File: config.mk
export PLATFORM = sky130hd
export DESIGN_NAME = cond_flag_unit
export DESIGN_NICKNAME = d
export VERILOG_FILES = /design/src/rtl/cond_flag_unit.sv
export SDC_FILE = /design/constraint.sdc
export NUM_CORES = 1
export LEC_CHECK = 0
export BUFFER_PORTS_ARGS = -buffer_cell sky130_fd_sc_hd__clkbuf_2
export CAP_MARGIN = 0
export CORE_AREA = 3 3 40 42
export DETAILED_ROUTE_END_ITERATION = 12
export DIE_AREA = 0 0 43 45
export PLACE_DENSITY = 0.74
export RECOVER_POWER = 100
export SLEW_MARGIN = 40
export SYNTH_ARGS = -nofsm -noshare
export SYNTH_HDL_FRONTEND = slang
export SYNTH_SLANG_ARGS = --single-unit
File: constraint.sdc
create_clock -name clk -period 5.7 [get_ports clk]
set_input_delay 0.855 -clock clk [delete_from_list [all_inputs] [get_ports clk]]
set_output_delay 0.855 -clock clk [all_outputs]
set_load 0.1 [all_outputs]
File: src/rtl/cond_flag_unit.sv
// Execute-stage condition unit: NZCV status register, condition decode and gated E->M boundary register.
// Optional build macro STICKY_OVF_EN adds a sticky overflow flag cleared by ClearSticky.
module cond_flag_unit #(
  parameter logic [3:0] INIT_FLAGS = 4'b0000
) (
  input  logic       clk,
  input  logic       rst,
  input  logic       ValidE,
  input  logic       StallE,
  input  logic       FlushE,
  input  logic [3:0] Cond,
  input  logic [1:0] FlagWriteE,
  input  logic [3:0] ALUFlags,
  input  logic       PCSE,
  input  logic       RegWriteE,
  input  logic       MemWriteE,
  input  logic       ClearSticky,
  output logic       CondExE,
  output logic [3:0] Flags,
  output logic       ValidM,
  output logic       PCSrcM,
  output logic       RegWriteM,
  output logic       MemWriteM,
  output logic       StickyV
);

  logic [3:0] flags_reg, flags_next;
  logic       valid_m_reg, pcs_m_reg, reg_write_m_reg, mem_write_m_reg;
  logic       cond_ex;
  logic       issue, commit;
  logic       n, z, c, v;

  assign {n, z, c, v} = flags_reg;

  // Decode always reads the architectural register, never the incoming ALU flags.
  always_comb begin
    cond_ex = 1'b0;
    case (Cond)
      4'b0000: cond_ex = z;
      4'b0001: cond_ex = ~z;
      4'b0010: cond_ex = c;
      4'b0011: cond_ex = ~c;
      4'b0100: cond_ex = n;
      4'b0101: cond_ex = ~n;
      4'b0110: cond_ex = v;
      4'b0111: cond_ex = ~v;
      4'b1000: cond_ex = c & ~z;
      4'b1001: cond_ex = ~c | z;
      4'b1010: cond_ex = (n == v);
      4'b1011: cond_ex = (n != v);
      4'b1100: cond_ex = ~z & (n == v);
      4'b1101: cond_ex = z | (n != v);
      4'b1110: cond_ex = 1'b1;
      default: cond_ex = 1'b0;
    endcase
  end

  assign issue  = ValidE & ~StallE & ~FlushE;
  assign commit = issue & cond_ex;

  // Field gi=1 is {N,Z}, gi=0 is {C,V}; each pair has its own write enable.
  generate
    for (genvar gi = 0; gi < 2; gi++) begin : g_flag_field
      assign flags_next[2*gi+1 -: 2] = (commit & FlagWriteE[gi]) ? ALUFlags[2*gi+1 -: 2]
                                                                 : flags_reg[2*gi+1 -: 2];
    end
  endgenerate

  always_ff @(posedge clk or posedge rst) begin
    if (rst) begin
      flags_reg       <= INIT_FLAGS;
      valid_m_reg     <= 1'b0;
      pcs_m_reg       <= 1'b0;
      reg_write_m_reg <= 1'b0;
      mem_write_m_reg <= 1'b0;
    end else begin
      flags_reg       <= flags_next;
      valid_m_reg     <= issue;
      pcs_m_reg       <= issue & PCSE & cond_ex;
      reg_write_m_reg <= issue & RegWriteE & cond_ex;
      mem_write_m_reg <= issue & MemWriteE & cond_ex;
    end
  end

`ifdef STICKY_OVF_EN
  logic sticky_reg;
  logic sticky_set;

  assign sticky_set = commit & FlagWriteE[0] & ALUFlags[0];

  // A new overflow in the same cycle as a clear request keeps the flag set.
  always_ff @(posedge clk or posedge rst) begin
    if (rst) begin
      sticky_reg <= 1'b0;
    end else if (sticky_set) begin
      sticky_reg <= 1'b1;
    end else if (ClearSticky) begin
      sticky_reg <= 1'b0;
    end
  end

  assign StickyV = sticky_reg;
`else
  logic unused_clear_sticky;
  assign unused_clear_sticky = ClearSticky;
  assign StickyV = 1'b0;
`endif

  assign CondExE   = cond_ex;
  assign Flags     = flags_reg;
  assign ValidM    = valid_m_reg;
  assign PCSrcM    = pcs_m_reg;
  assign RegWriteM = reg_write_m_reg;
  assign MemWriteM = mem_write_m_reg;

endmodule

==> run metrics, run 1 <==
Post-synth EDFFs=0; dominant synthesized flop cell=dfrtp_1; register area share after synthesis=0.3774; Final Power=0.3622 mW; DR vias=~460; required time of the critical path=about 4.9 ns; Cell Pwr Density=558.8 nW/um^2; routability congestion estimate from global placement=0.7473; Initial DRT Pass Iterations=4; Worst R2R End=Flags[2]; Gate Count Post-Synth=45; diode count=0; status=finished, final reports clean; Hold Crit Class=in -> async; root buffer cell=clkbuf_4; Reg2Reg Setup Slack=3.54 ns; GRT Resource Usage Total=0.1270; initial core utilization=0.4129; unrepaired setup endpoints after global routing=no; share of the synthesized area in the top cell type=0.3774; layout cells sized above 1=0.3194; Initial DRC Count=4; Netlist cell types=26; nets@finish=93; antenna-violating nets left=0; Final Max Slew Viols=0; PostCTS Resize Cnt=0; cell area after technology mapping=530.5 sq um; period utilisation layout=0.6461; Chip Height=45 um; worst skew pair latency=between 0.2 and 0.3 ns; Num CTS Buffers=3; Arr. time, crit path=around 2.8 ns; Worst R2R Path Depth=5; Die Span X=roughly 43 um; post-route setup slack=~2 ns; initial antenna violation count=0; io pins=29; vias in the first global route=452; Slew @ Worst Pin=between 1 and 1.5 ns; R2R Path Start=Flags[3]; worst hold margin=~0.52 ns; Max VDD drop=around 0.28 mV; largest net degree at the start of global routing=10; syn_nets=64; synth top area cells=dfrtp_1, o311ai_2, xor2_1; Yosys warning count=0; clk sinks=8; Tmin final=approximately 3.7 ns; most frequent cell after synthesis=dfrtp_1; total die area=around 1900 sq um; Post-DP HPWL=slightly below 900 um; largest area contributor in the synthesized netlist=dfrtp_1; row count=13; WL/cell=roughly 12 um; Slew HR=0.2220; CP Capture Type=primary output; leak pwr=about 0.33 nW; Final setup viols=0; Clk pin slew, worst setup/hold paths=roughly 0.050 ns; Max Root-Sink Buffers=2; Highest Clock Rate=~0.27 GHz; number of synthesized register bits=8; worst-path fanout max=8; synth-to-layout area growth=22.17%; max-cap viol count=0; first-pass GRT wire length=around 1.8 mm; CTS tree=built; Via density=5.230; dpl ws=between 2 and 2.5 ns; overflow left after global routing=0; Detailed Route WL=between 1 and 1.5 mm; I/O Buffers=26; crit start category=input pin; H-tree depth=1; Clock Skew=0.001716 ns; fillers=134; Syn Area/Cell=about 12 sq um; Post-synth ARST share=1.000; # DRC=0; Post-CTS Setup Bufs=0; Commonest cells post-synth=dfrtp_1, and3_1, inv_1, xor2_1; final hold violations=0; Setup crit start=Cond[3]; core area=between 1000 and 1500 sq um; # hold bufs at CTS=0; Setup TNS=0 ns; Crit Path Category=in -> out; Critical Path Sink=CondExE
## registers in the layout, indices dropped and copies added (netlist names)
| name | cells |
|---|---|
| Flags | 4 |
| MemWriteM | 1 |
| PCSrcM | 1 |
| RegWriteM | 1 |
| ValidM | 1 |
## through the flow
stage / cells / util / cell area [sq um]
3_5_place_dp: 84 / 0.5141 / 660.6
5_1_grt: 87 / 0.5044 / 648.1
3_3_place_gp: 84 / 0.5141 / 660.6
4_1_cts: 87 / 0.5316 / 683.2
2_1_floorplan: 45 / - / 530.5
6_report: 87 / 0.5044 / 648.1
## worst min-delay path by stage
stage,startpoint,cells past startpoint,to
after floorplan,rst,1,Flags[0]
after global placement,Flags[0],1,Flags[0]
after detailed placement,Flags[1],1,Flags[1]
after CTS,rst,2,Flags[1]
after global routing,rst,2,RegWriteM
final,rst,2,Flags[1]
## layout by cell type (no fill, tap or decap)
| cell | instances |
|---|---|
| or3_1 | 1 |
| and2_0 | 1 |
| nor3b_1 | 2 |
| inv_1 | 3 |
| clkbuf_2 | 16 |
| clkbuf_4 | 3 |
| clkbuf_1 | 10 |
| nor4b_1 | 1 |
| o32ai_2 | 1 |
| mux2i_1 | 1 |
| xor2_1 | 3 |
| o41ai_2 | 1 |
| nand2_1 | 1 |
| o311ai_0 | 2 |
| mux2_2 | 1 |
| o221ai_1 | 1 |
| conb_1 | 1 |
| nand3b_1 | 2 |
| o211a_1 | 1 |
| o21ai_0 | 1 |
| o311a_1 | 1 |
| and3_1 | 4 |
| or2b_2 | 1 |
| mux2_1 | 3 |
| nand4bb_1 | 1 |
| xnor2_1 | 1 |
| dfrtp_1 | 8 |
## final cells by class
type	instances	area, sq um	share of cell area
Clock buffer	3	22.52	0.03475
Sequential cell	8	200.2	0.3089
Timing Repair Buffer	26	117.6	0.1815
Tap cell	15	18.77	0.02896
Inverter	3	11.26	0.01737
Multi-Input combinational cell	32	277.8	0.4286
## routing by layer
layer	wire length (um)	vias up	global-route usage
met5	0	-	0
met4	0	0	0.05422
met3	114	0	0.05578
met2	499	21	0.2066
met1	458	211	0.1464
li1	-	223	-
## kinds of logic after synthesis
logic type,count (synthesis),share of synthesized area
simple gates,14,0.2028
compound gates,8,0.1863
flops,8,0.3774
mux,5,0.1038
buf+inv,5,0.05661
xor+xnor,4,0.06605
other cells,1,0.007069
## critical path, stage by stage
cell and delay (ns):
clkbuf_1 0.17, and2_0 0.25, nor4b_1 0.27, o311a_1 0.25
or3_1 0.16, clkbuf_1 0.87
## power breakdown
| group | total, mW | leakage (nW) | switching, mW | internal, mW |
|---|---|---|---|---|
| Clock | 0.0411 | 0.0138 | 0.0172 | 0.0239 |
| Sequential | 0.0939 | 0.104 | 0.0217 | 0.0721 |
| Combinational | 0.227 | 0.211 | 0.181 | 0.0459 |
| Total | 0.362 | 0.329 | 0.220 | 0.142 |
(Power assumes the default switching activity.)
==> run 2, diff against run 1 <==
--- a/config.mk
+++ b/config.mk
@@ -7,9 +7,9 @@
 export LEC_CHECK = 0
 export BUFFER_PORTS_ARGS = -buffer_cell sky130_fd_sc_hd__clkbuf_2
 export CAP_MARGIN = 0
-export CORE_AREA = 3 3 40 42
+export CORE_MARGIN = 3
+export CORE_UTILIZATION = 38
 export DETAILED_ROUTE_END_ITERATION = 12
-export DIE_AREA = 0 0 43 45
 export PLACE_DENSITY = 0.74
 export RECOVER_POWER = 100
 export SLEW_MARGIN = 40
==> constraint.sdc (replaced) <==
create_clock -name clk -period 3 [get_ports clk]
set_input_delay 0.45 -clock clk [delete_from_list [all_inputs] [get_ports clk]]
set_output_delay 0.45 -clock clk [all_outputs]
set_load 0.1 [all_outputs]
==> run 2 against run 1 <==
- sequential power rose by 90%
- clock power grew 99%
- via count rose by 2.4%
- non-clock buffer count did not move
- first-iteration DRC count rose to 2.8 times the previous value
- critical path depth is 1 lower
- sequential share of layout area shrank 0.18 points
- clock-buffer cell count is the same
- worst hold slack got worse by 0.41 ns
- global-route usage up 0.24 points
==> run metrics, run 2 (synthesis gave the netlist of run 1 again) <==
status=finished, final reports clean; Initial DRT Pass Iterations=4; vias in the first global route=429; Int Pwr=~0.27 mW; I/O Buffers=26; Max VDD drop=between 0.5 and 0.6 mV; max-cap viol count=0; Net Sw Power=about 0.42 mW; Num CTS Buffers=3; worst hold margin=~0.11 ns; Cell Pwr Density=~1100 nW/um^2; Clk pin slew, worst setup/hold paths=~0.060 ns; overflow left after global routing=0; CTS tree=built; Combinational Power Share=0.628; routability congestion estimate from global placement=about 0.75; final hold violations=0; switching share of power=0.6081; Setup TNS=0 ns; commonest non-fill, non-tap cell in the layout=clkbuf_2; leak pwr=approximately 0.34 nW; Slew HR=0.2230; clk sinks=8; initial antenna violation count=0; Post-DP HPWL=~870 um; Worst R2R Path Depth=5; initial core utilization=0.4417; unrepaired setup endpoints after global routing=no; H-tree depth=1; antenna-violating nets left=0; commonest non-fill, non-tap cells in the layout=clkbuf_2, dfrtp_1, clkbuf_1; Top delay family on crit path=simple AND/OR/NAND/NOR gates; Tmin final=around 2.7 ns; PostCTS Resize Cnt=0; crit start category=register; Crit Path Category=reg -> out; max reg flops=4; Highest Clock Rate=about 0.37 GHz; core area=around 1200 sq um; fillers=between 100 and 150; layout cells sized above 1=0.3750; Hold Crit Class=in -> async; DR vias=around 470; Die Span X=43.37 um; placed cells=83; Reg power frac=0.255; worst-path fanout max=6; Post-CTS Setup Bufs=0; synth-to-layout area growth=22.88%; crit path cell chain=xor2_1, and3_1, o311a_1, or3_1, clkbuf_2; # hold bufs at CTS=0; first-pass GRT wire length=1.835 mm; Slew @ Worst Pin=1.171 ns; final core occ=0.5427; Via density=5.419; # DRC=0; io pins=29; largest net degree at the start of global routing=10; worst stage delay on the critical path=0.46 ns; row count=12; diode count=0; GRT Resource Usage Total=0.1294; Arr. time, crit path=between 2 and 2.5 ns; Detailed Route WL=roughly 1.1 mm; Chip Height=around 43 um; root buffer cell=clkbuf_4; worst skew pair latency=approximately 0.25 ns; required time of the critical path=~2.6 ns; CP max-delay cell=dfrtp_1; nets@finish=93; period utilisation layout=0.8891; Max Root-Sink Buffers=2; total die area=roughly 1900 sq um; Final setup viols=0; Final Max Slew Viols=0; fin cells=86; Clock Skew=about 0.0057 ns; CP Depth=5; Buf/Inv on CP=1; CP Capture Type=primary output; Initial DRC Count=11; WL/cell=between 10 and 15 um; part of the power in the clock network=0.117
-- run 2: cell counts in the layout (fill, tap and decap cells not counted) --
Identical to the previous run, type by type.
-- run 2: worst paths after layout --
kind	slack (ns)	endpoint	start
max	0.33	CondExE	Flags[3]
max reg2reg	0.79	Flags[2]	Flags[3]
min in group clk	0.41	Flags[0]	ALUFlags[0]
min	0.11	Flags[0]	rst
max in group asynchronous	2.67	ValidM	rst
min reg2reg	0.58	Flags[1]	Flags[1]
-- run 2: metal layers --
| metal | vias to the layer above | GRT usage | share of wire | routed length (um) |
|---|---|---|---|---|
| li1 | 224 | - | - | - |
| met1 | 223 | 0.1726 | 0.44 | 482 |
| met2 | 19 | 0.1829 | 0.48 | 532 |
| met3 | 0 | 0.04149 | 0.077 | 85 |
| met4 | 0 | 0.07229 | 0 | 0 |
| met5 | - | 0 | 0 | 0 |
-- run 2: final cells by class --
type / count / area [sq um] / share of cell area
multi-input combinational: 32 / 280.3 / 0.4299
inverter: 3 / 11.26 / 0.01727
sequential: 8 / 200.2 / 0.3071
tap: 14 / 17.52 / 0.02687
timing repair buffer: 26 / 120.1 / 0.1843
clock buffer: 3 / 22.52 / 0.03455
-- run 2: power by group through the flow --
stage | logic [mW] | clock network (mW) | registers, mW
floorplan | 0.181 | 0 | 0.384
global placement | 0.455 | 0 | 0.179
detailed placement | 0.459 | 0 | 0.180
CTS | 0.460 | 0.0868 | 0.178
global route | 0.461 | 0.0966 | 0.185
finish | 0.439 | 0.0819 | 0.178
-- run 2: per-stage QoR --
step,instance area (sq um),setup WS (ns),power (mW)
floorplan,530.5,0.3257,0.5644
global placement,659.4,0.4915,0.6338
detailed placement,659.4,0.4811,0.6391
CTS,681.9,0.3313,0.7247
global route,651.9,0.2421,0.7421
finish,651.9,0.3328,0.6988
==> run 3, diff against run 2 <==
--- a/config.mk
+++ b/config.mk
@@ -12,6 +12,8 @@
 export DETAILED_ROUTE_END_ITERATION = 12
 export PLACE_DENSITY = 0.74
 export RECOVER_POWER = 100
+export REMOVE_ABC_BUFFERS = 1
+export SKIP_LAST_GASP = 1
 export SLEW_MARGIN = 40
 export SYNTH_ARGS = -nofsm -noshare
 export SYNTH_HDL_FRONTEND = slang
==> run 3 against run 2 <==
- largest cell class unchanged
- first-iteration DRC count is 64% lower
- sequential share of layout area unchanged
- die area unchanged
- clock skew shrank 0.0043 ns
- highest routed layer is now met4
- sequential cell count stayed put
- total power is 0.46% lower
==> run metrics, run 3 (synthesis gave the netlist of run 1 again) <==
status=finished, final reports clean; max reg flops=4; crit path cell chain=xor2_1, and3_1, o311a_1, or3_1, clkbuf_2; layout cells sized above 1=0.3750; Max Root-Sink Buffers=2; period utilisation layout=0.8954; io pins=29; worst hold margin=around 0.11 ns; unrepaired setup endpoints after global routing=no; Initial DRC Count=4; root buffer cell=clkbuf_4; synth-to-layout area growth=22.88%; Via density=5.151; Chip Height=43.37 um; GRT Resource Usage Total=0.1281; nets@finish=between 90 and 100; routability congestion estimate from global placement=0.6530; Tmin final=roughly 2.7 ns; Final Max Slew Viols=0; Hold Crit Class=in -> async; worst-path fanout max=6; clk sinks=8; Worst R2R Path Depth=5; commonest non-fill, non-tap cell in the layout=clkbuf_2; Detailed Route WL=~1.1 mm; CTS tree=built; Final setup viols=0; overflow left after global routing=0; Worst R2R End=Flags[1]; Setup TNS=0 ns; initial antenna violation count=0; Combinational Power Share=0.632; R2R Path Start=Flags[3]; Die Span X=43.37 um; Slew @ Worst Pin=about 1.2 ns; Slew HR=0.2220; Max VDD drop=slightly above 0.8 mV; Int Pwr=between 0.2 and 0.3 mW; leak pwr=between 0.3 and 0.4 nW; Crit Path Category=reg -> out; Arr. time, crit path=~2.2 ns; DR vias=roughly 440; final hold violations=0; crit start category=register; Post-CTS Setup Bufs=0; Cell Pwr Density=roughly 1100 nW/um^2; Post-DP HPWL=between 800 and 900 um; core area=between 1000 and 1500 sq um; worst stage delay on the critical path=0.45 ns; required time of the critical path=approximately 2.6 ns; # hold bufs at CTS=0; PostCTS Resize Cnt=0; Highest Clock Rate=0.3723 GHz; Reg2Reg Setup Slack=about 0.74 ns; CP Capture Type=primary output; Net Sw Power=0.4218 mW; CP max-delay cell=dfrtp_1; Initial DRT Pass Iterations=4; switching share of power=0.6063; initial core utilization=0.4417; Top delay family on crit path=simple AND/OR/NAND/NOR gates; Num CTS Buffers=3; Clk pin slew, worst setup/hold paths=roughly 0.05 ns; first-pass GRT wire length=1.745 mm; H-tree depth=1; row count=12; vias in the first global route=approximately 400; diode count=0; antenna-violating nets left=0; max-cap viol count=0; largest net degree at the start of global routing=10; Reg power frac=0.255; part of the power in the clock network=0.113; total die area=1881 sq um; # DRC=0; Buf/Inv on CP=1; worst skew pair latency=around 0.25 ns; Clock Skew=approximately 0.0014 ns; I/O Buffers=26; WL/cell=~13 um; commonest non-fill, non-tap cells in the layout=clkbuf_2, dfrtp_1, clkbuf_1
[run 3: cell counts in the layout (fill, tap and decap cells not counted)]
Identical to the previous run, type by type.
[run 3: layout make-up]
cell class | count | area, sq um
multi-input cells | 32 | 280.3
inverters | 3 | 11.26
fillers | 119 | 549.3
repair buffers | 26 | 120.1
flip-flops and latches | 8 | 200.2
well taps | 14 | 17.52
clock buffers | 3 | 22.52
[run 3: layer usage]
metal / wire length (um) / vias to the layer above / GRT usage
li1: - / 224 / -
met1: 526 / 197 / 0.1641
met2: 491 / 18 / 0.1917
met3: 69 / 4 / 0.02490
met4: 28 / 0 / 0.09036
met5: 0 / - / 0
[run 3: worst max-delay path by stage]
stage | depth (start not counted) | startpoint | end | slack, ns
after global routing | 5 | Flags[3] | CondExE | 0.21
after detailed placement | 6 | Cond[3] | CondExE | 0.47
after CTS | 5 | Flags[3] | CondExE | 0.32
after floorplan | 4 | Flags[3] | CondExE | 0.33
after global placement | 6 | Cond[3] | CondExE | 0.48
final | 5 | Flags[3] | CondExE | 0.31
[run 3: worst reg2reg max path, stage by stage (launching register included)]
cell	delay [ns]
dfrtp_1	0.45
xor2_1	0.19
and3_1	0.19
o311a_1	0.36
o311ai_0	0.57
mux2_1	0.38
[run 3: metrics by stage]
| step | power [mW] | instance area, sq um | util | cells | setup WS [ns] |
|---|---|---|---|---|---|
| 2_1_floorplan | 0.5608 | 511.7 | - | 43 | 0.3257 |
| 3_3_place_gp | 0.6350 | 659.4 | 0.5490 | 83 | 0.4821 |
| 3_5_place_dp | 0.6390 | 659.4 | 0.5490 | 83 | 0.4738 |
| 4_1_cts | 0.7222 | 681.9 | 0.5677 | 86 | 0.3239 |
| 5_1_grt | 0.7351 | 651.9 | 0.5427 | 86 | 0.2079 |
| 6_report | 0.6956 | 651.9 | 0.5427 | 86 | 0.3138 |
[run 3: power groups by stage]
stage	clock network, mW	registers [mW]	logic [mW]
floorplan	0	0.384	0.177
global placement	0	0.180	0.455
detailed placement	0	0.181	0.458
CTS	0.0839	0.179	0.460
global route	0.0930	0.185	0.457
finish	0.0789	0.177	0.439
